$ cat src/rtl/debounce_pkg.sv
// rtl/debounce_pkg.sv - shared state encoding and limits for d_input_debouncer
// Purpose: debounce FSM state enum and legal DEBOUNCE_CYCLES bounds.
// Ports: none (package).
package debounce_pkg;

  typedef enum logic [1:0] {
    ST_LO   = 2'd0,
    PEND_HI = 2'd1,
    ST_HI   = 2'd2,
    PEND_LO = 2'd3
  } deb_state_t;

  localparam int DEB_MIN_CYCLES = 1;
  localparam int DEB_MAX_CYCLES = 65535;

endpackage

$ cat src/rtl/d_input_debouncer_sync_2ff.sv
// rtl/d_input_debouncer_sync_2ff.sv - 1-bit two-flop synchronizer
// Purpose: brings an asynchronous level into the clk domain.
// Ports:
//   clk   in  : capture clock
//   reset in  : asynchronous active-high, clears both flops to 0
//   d     in  : asynchronous level
//   q     out : synchronized level, two clk edges behind d
module sync_2ff (
  input  logic clk,
  input  logic reset,
  input  logic d,
  output logic q
);

  logic meta;

  always_ff @(posedge clk or posedge reset) begin
    if (reset) begin
      meta <= 1'b0;
      q    <= 1'b0;
    end else begin
      meta <= d;
      q    <= meta;
    end
  end

endmodule

$ cat src/rtl/d_input_debouncer.sv
// rtl/d_input_debouncer.sv - consecutive-sample debouncer feeding a D flip-flop stage
// Purpose: turns a bouncy raw level into a clean registered level plus
//   one-cycle rise/fall pulses. Macro DEBOUNCE_SYNC_EN inserts a two-flop
//   synchronizer in front of the FSM (+2 cycles latency); without it din_raw
//   must already be synchronous to clk.
// Ports:
//   clk     in  : single clock, rising edge
//   reset   in  : asynchronous active-high
//   din_raw in  : raw level, may bounce
//   D       out : debounced level
//   rise    out : one-cycle pulse when D goes 0->1
//   fall    out : one-cycle pulse when D goes 1->0
//   pending out : a candidate level change is being counted
module d_input_debouncer
  import debounce_pkg::*;
#(
  parameter int DEBOUNCE_CYCLES = 4,
  parameter int CNT_W           = $clog2(DEBOUNCE_CYCLES + 1)
) (
  input  logic clk,
  input  logic reset,
  input  logic din_raw,
  output logic D,
  output logic rise,
  output logic fall,
  output logic pending
);

  localparam logic [CNT_W-1:0] CNT_LAST = CNT_W'(DEBOUNCE_CYCLES - 1);
  localparam logic [CNT_W-1:0] CNT_ONE  = CNT_W'(1);

  generate
    if (DEBOUNCE_CYCLES < DEB_MIN_CYCLES || DEBOUNCE_CYCLES > DEB_MAX_CYCLES) begin : g_bad_cfg
      $error("d_input_debouncer: DEBOUNCE_CYCLES out of range");
    end
  endgenerate

  logic s;

`ifdef DEBOUNCE_SYNC_EN
  sync_2ff u_sync (
    .clk   (clk),
    .reset (reset),
    .d     (din_raw),
    .q     (s)
  );
`else
  assign s = din_raw;
`endif

  deb_state_t       state, state_nxt;
  logic [CNT_W-1:0] cnt, cnt_nxt;
  logic             rise_nxt, fall_nxt;

  always_ff @(posedge clk or posedge reset) begin
    if (reset) begin
      state <= ST_LO;
      cnt   <= '0;
    end else begin
      state <= state_nxt;
      cnt   <= cnt_nxt;
    end
  end

  always_comb begin
    state_nxt = state;
    cnt_nxt   = cnt;
    case (state)
      ST_LO: begin
        if (s) begin
          if (DEBOUNCE_CYCLES == 1) begin
            state_nxt = ST_HI;
          end else begin
            state_nxt = PEND_HI;
            cnt_nxt   = CNT_ONE;
          end
        end
      end
      PEND_HI: begin
        if (!s) begin
          state_nxt = ST_LO;
          cnt_nxt   = '0;
        end else if (cnt == CNT_LAST) begin
          state_nxt = ST_HI;
          cnt_nxt   = '0;
        end else begin
          cnt_nxt = cnt + CNT_ONE;
        end
      end
      ST_HI: begin
        if (!s) begin
          if (DEBOUNCE_CYCLES == 1) begin
            state_nxt = ST_LO;
          end else begin
            state_nxt = PEND_LO;
            cnt_nxt   = CNT_ONE;
          end
        end
      end
      PEND_LO: begin
        if (s) begin
          state_nxt = ST_HI;
          cnt_nxt   = '0;
        end else if (cnt == CNT_LAST) begin
          state_nxt = ST_LO;
          cnt_nxt   = '0;
        end else begin
          cnt_nxt = cnt + CNT_ONE;
        end
      end
      default: begin
        state_nxt = ST_LO;
        cnt_nxt   = '0;
      end
    endcase
  end

  // Pulses only on a genuine level change: a rejected glitch (PEND_LO->ST_HI
  // or PEND_HI->ST_LO) leaves D unchanged and must not pulse.
  assign rise_nxt = (state_nxt == ST_HI) && (state == PEND_HI || state == ST_LO);
  assign fall_nxt = (state_nxt == ST_LO) && (state == PEND_LO || state == ST_HI);

  // Outputs are decoded from the next state and registered alongside it, so
  // they change on the same edge as the state and have no path from din_raw.
  always_ff @(posedge clk or posedge reset) begin
    if (reset) begin
      D       <= 1'b0;
      rise    <= 1'b0;
      fall    <= 1'b0;
      pending <= 1'b0;
    end else begin
      D       <= (state_nxt == ST_HI) || (state_nxt == PEND_LO);
      rise    <= rise_nxt;
      fall    <= fall_nxt;
      pending <= (state_nxt == PEND_HI) || (state_nxt == PEND_LO);
    end
  end

endmodule

$ cat config.mk
export PLATFORM = sky130hd
export DESIGN_NAME = d_input_debouncer
export DESIGN_NICKNAME = d
export VERILOG_FILES = /design/src/rtl/debounce_pkg.sv /design/src/rtl/d_input_debouncer_sync_2ff.sv /design/src/rtl/d_input_debouncer.sv
export SDC_FILE = /design/constraint.sdc
export NUM_CORES = 1
export LEC_CHECK = 0
export ABC_AREA = 1
export CAP_MARGIN = 30
export CORE_AREA = 5 5 42 44
export DETAILED_ROUTE_END_ITERATION = 12
export DIE_AREA = 0 0 47 49
export PLACE_DENSITY = 0.51
export SETUP_SLACK_MARGIN = 0.5
export SKIP_LAST_GASP = 1
export SLEW_MARGIN = 10
export SYNTH_ARGS = -nofsm -noshare
export SYNTH_HDL_FRONTEND = slang
export SYNTH_SLANG_ARGS = --single-unit
$ cat constraint.sdc
create_clock -name clk -period 1 [get_ports clk]
set_clock_uncertainty 0.05 [all_clocks]
set_input_delay 0.2 -clock clk [delete_from_list [all_inputs] [get_ports clk]]
set_output_delay 0.2 -clock clk [all_outputs]
set_load 0.01 [all_outputs]
==> flow_metrics.env <==
export IMPL_dpl_hpwl_um=567.9
export IMPL_final_antenna_net_count=0
export IMPL_instances_no_fill=78
export IMPL_vdd_ir_drop_worst_mv=1.042
export IMPL_htreeDepth=1
export IMPL_fin_crit_ns=1.009
export IMPL_syn_area_sq_um=399.1
export IMPL_totalWireLength_um=823
export IMPL_maxSlewHeadroom=0.8515
export IMPL_via_per_inst=4.385
export IMPL_slew_violations=0
export IMPL_post_route_period_util=1.009
export IMPL_root_buffer="clkbuf_4"
export IMPL_placed_cell_area_sq_um=545.5
export IMPL_powerDensity_nw_per_um2=2600
export IMPL_vias=342
export IMPL_drtPass1Iterations=2
export IMPL_max_freq_ghz=0.9915
export IMPL_arrival_ns=1.11
export IMPL_grt_pass1_vias=329
export IMPL_fin_hold_ws_ns=0.1088
export IMPL_syn_nets=50
export IMPL_cp_start_kind="flop"
export IMPL_multi_input_area_sq_um=182.7
export IMPL_die_x_um=47
export IMPL_synth_mux_area_frac=0
export IMPL_grt_setup_unrepaired="true"
export IMPL_synth_avg_cell_area_sq_um=8.677
export IMPL_num_nets_final=67
export IMPL_grt_pass1_wl_mm=1.283
export IMPL_r2r_cells=4
export IMPL_start_util=0.2848
export IMPL_die_area_sq_um=2303
export IMPL_endpoint_kind="flop"
export IMPL_numCtsBuffers=3
export IMPL_ys_ff_latch=9
export IMPL_p_total_mw=1.532
export IMPL_gp_congestion=0.6744
export IMPL_synth_fa_ha_area_frac=0.03135
export IMPL_grt_overflow=0
export IMPL_hold_class="in2async"
export IMPL_nFillCells=151
export IMPL_post_route_cells_drive_above_1_share=0.4355
export IMPL_clkSlewWorstSetupHoldPaths_ns=0.06
export IMPL_setup_ws_ns=-0.008605
export IMPL_track_usage=0.08233
export IMPL_clk_latency_ns=0.26
export IMPL_synthXorXnorAreaFrac=0
export IMPL_yosys_area_share_simple=0.2539
export IMPL_clockBufferDepth=2
export IMPL_io_buffer_count=6
export IMPL_io_pins=7
export IMPL_synth_top_family_by_area="simple AND/OR/NAND/NOR gates"
export IMPL_ys_warn_count=0
export IMPL_wl_per_cell_um=10.55
export IMPL_finalSetupViolCount=3
export IMPL_row_count=14
export IMPL_worst_pin_slew_ns=0.2228
export IMPL_synth_compound_area_share=0.03762
export IMPL_post_route_drc_count=0
export IMPL_worstSetupPathType="reg2reg"
export IMPL_syn_inst=46
export IMPL_violations="negative setup slack"
export IMPL_status="finished with violations"
export IMPL_p_leak_nw=0.3060
export IMPL_cts_hold_buf=0
export IMPL_antennaDiodeCount=0
export IMPL_yosysUniqueCellTypes=12
export IMPL_die_h_um=49
export IMPL_yosysSeqAreaShare=0.5643
export IMPL_crit_required_ns=1.10
export IMPL_dp_cells=72
export IMPL_regArea_sq_um=225.2
export IMPL_area_delta_synth_final_pct=47.65
export IMPL_coreArea_sq_um=1401
export IMPL_crit_fanout=5
export IMPL_stdcell_area_sq_um=589.3
export IMPL_hold_viol=0
export IMPL_drtIter0Drc=2
export IMPL_grt_max_degree=10
export IMPL_tritoncts="done"
export IMPL_drv_cap=0
export IMPL_antenna_found_initial=0
export IMPL_cts_sinks=9
==> what timing repair did <==
action | 4_1_cts | 5_1_grt
resized for setup | 21 | 3
buffers inserted | 2 | 0
setup endpoints to repair | 22 | 13
pin swaps | 2 | 1
==> synth_stat cells <==
library cell	n	area, sq um
dfrtp_1	9	225.2
inv_1	12	45.04
nand3_1	4	20.02
nand2_2	2	12.51
ha_1	1	12.51
nand2_1	7	26.28
a21oi_1	1	5.000
nor3_1	1	5.000
nand3_2	1	10.01
o21ai_1	2	10.01
nor2_1	4	15.01
nand4_1	2	12.51
==> power breakdown <==
| group | switching, mW | internal (mW) |
|---|---|---|
| Sequential | 0.108 | 0.488 |
| Clock | 0.128 | 0.154 |
| Combinational | 0.346 | 0.308 |
| Total | 0.583 | 0.949 |
==> placed cells by master (no fill, tap or decap) <==
| master | netlist | routed |
|---|---|---|
| buf_2 | 0 | 3 |
| clkdlybuf4s50_1 | 0 | 1 |
| nor3_1 | 1 | 1 |
| nand3_4 | 0 | 1 |
| dlygate4sd2_1 | 0 | 1 |
| nand2_1 | 7 | 4 |
| buf_4 | 0 | 6 |
| nor2_2 | 0 | 1 |
| o21ai_1 | 2 | 1 |
| nand3_2 | 1 | 2 |
| o21ai_2 | 0 | 1 |
| clkbuf_4 | 0 | 3 |
| inv_2 | 0 | 3 |
| buf_6 | 0 | 1 |
| nand3_1 | 4 | 2 |
| a21oi_1 | 1 | 1 |
| nand2_4 | 0 | 2 |
| nor2_1 | 4 | 3 |
| nand4_1 | 2 | 2 |
| inv_1 | 12 | 9 |
| clkbuf_1 | 0 | 1 |
| nand2_2 | 2 | 3 |
| ha_4 | 0 | 1 |
| dfrtp_1 | 9 | 9 |
==> state kept, by name, summed over array words and instances (netlist names) <==
name     flops
rise         1
pending      1
fall         1
state        2
D            1
cnt          3
==> path summary, 6_finish.rpt <==
kind | startpoint | to | slack [ns]
setup / recovery | cnt[1]$_DFFE_PP0P_ | state[1]$_DFF_PP0_ | -0.009
hold / removal | reset | pending$_DFF_PP0_ | 0.11
setup reg to reg | cnt[1]$_DFFE_PP0P_ | state[1]$_DFF_PP0_ | -0.009
hold reg to reg | state[1]$_DFF_PP0_ | fall$_DFF_PP0_ | 0.57
max in group asynchronous | reset | state[0]$_DFF_PP0_ | 0.62
min in group clk | din_raw | fall$_DFF_PP0_ | 0.34
==> layout make-up <==
cell class | instances | share of cell area
clock buffers | 4 | 0.04459
inverters | 12 | 0.07643
flip-flops and latches | 9 | 0.3822
multi-input cells | 25 | 0.3100
well taps | 16 | 0.03397
repair buffers | 12 | 0.1529
==> layer usage <==
layer	routed length (um)	global-route usage	part of all wire	up-vias
li1	-	-	-	173
met1	343	0.08784	0.42	154
met2	397	0.1154	0.48	10
met3	48	0.04059	0.058	5
met4	33	0.06912	0.040	0
met5	0	0	0	-
==> cells by family (layout without fill, tap and decap cells) <==
kind of cell,count (synthesis),count (layout)
AOI/OAI and AO/OA,3,3
adders and majority gates,1,1
buffers and inverters,12,28
DFF,9,9
and+or+nand+nor,21,21
==> worst max-delay path, stage by stage, from the launching register on <==
cell and delay, ns:
dfrtp_1 0.39, ha_4 0.18, nand3_4 0.09, o21ai_2 0.14
inv_1 0.05
==> through the flow <==
step | utilization | setup TNS (ns) | setup WS [ns]
after floorplan | - | 0 | 0.03945
after global placement | 0.3893 | -2.215 | -0.2930
after detailed placement | 0.3893 | -2.248 | -0.2917
after CTS | 0.4125 | -0.05775 | -0.01538
after global routing | 0.4205 | -0.5210 | -0.08904
final | 0.4205 | -0.01631 | -0.008605
Power figures use the tool's default switching activity.
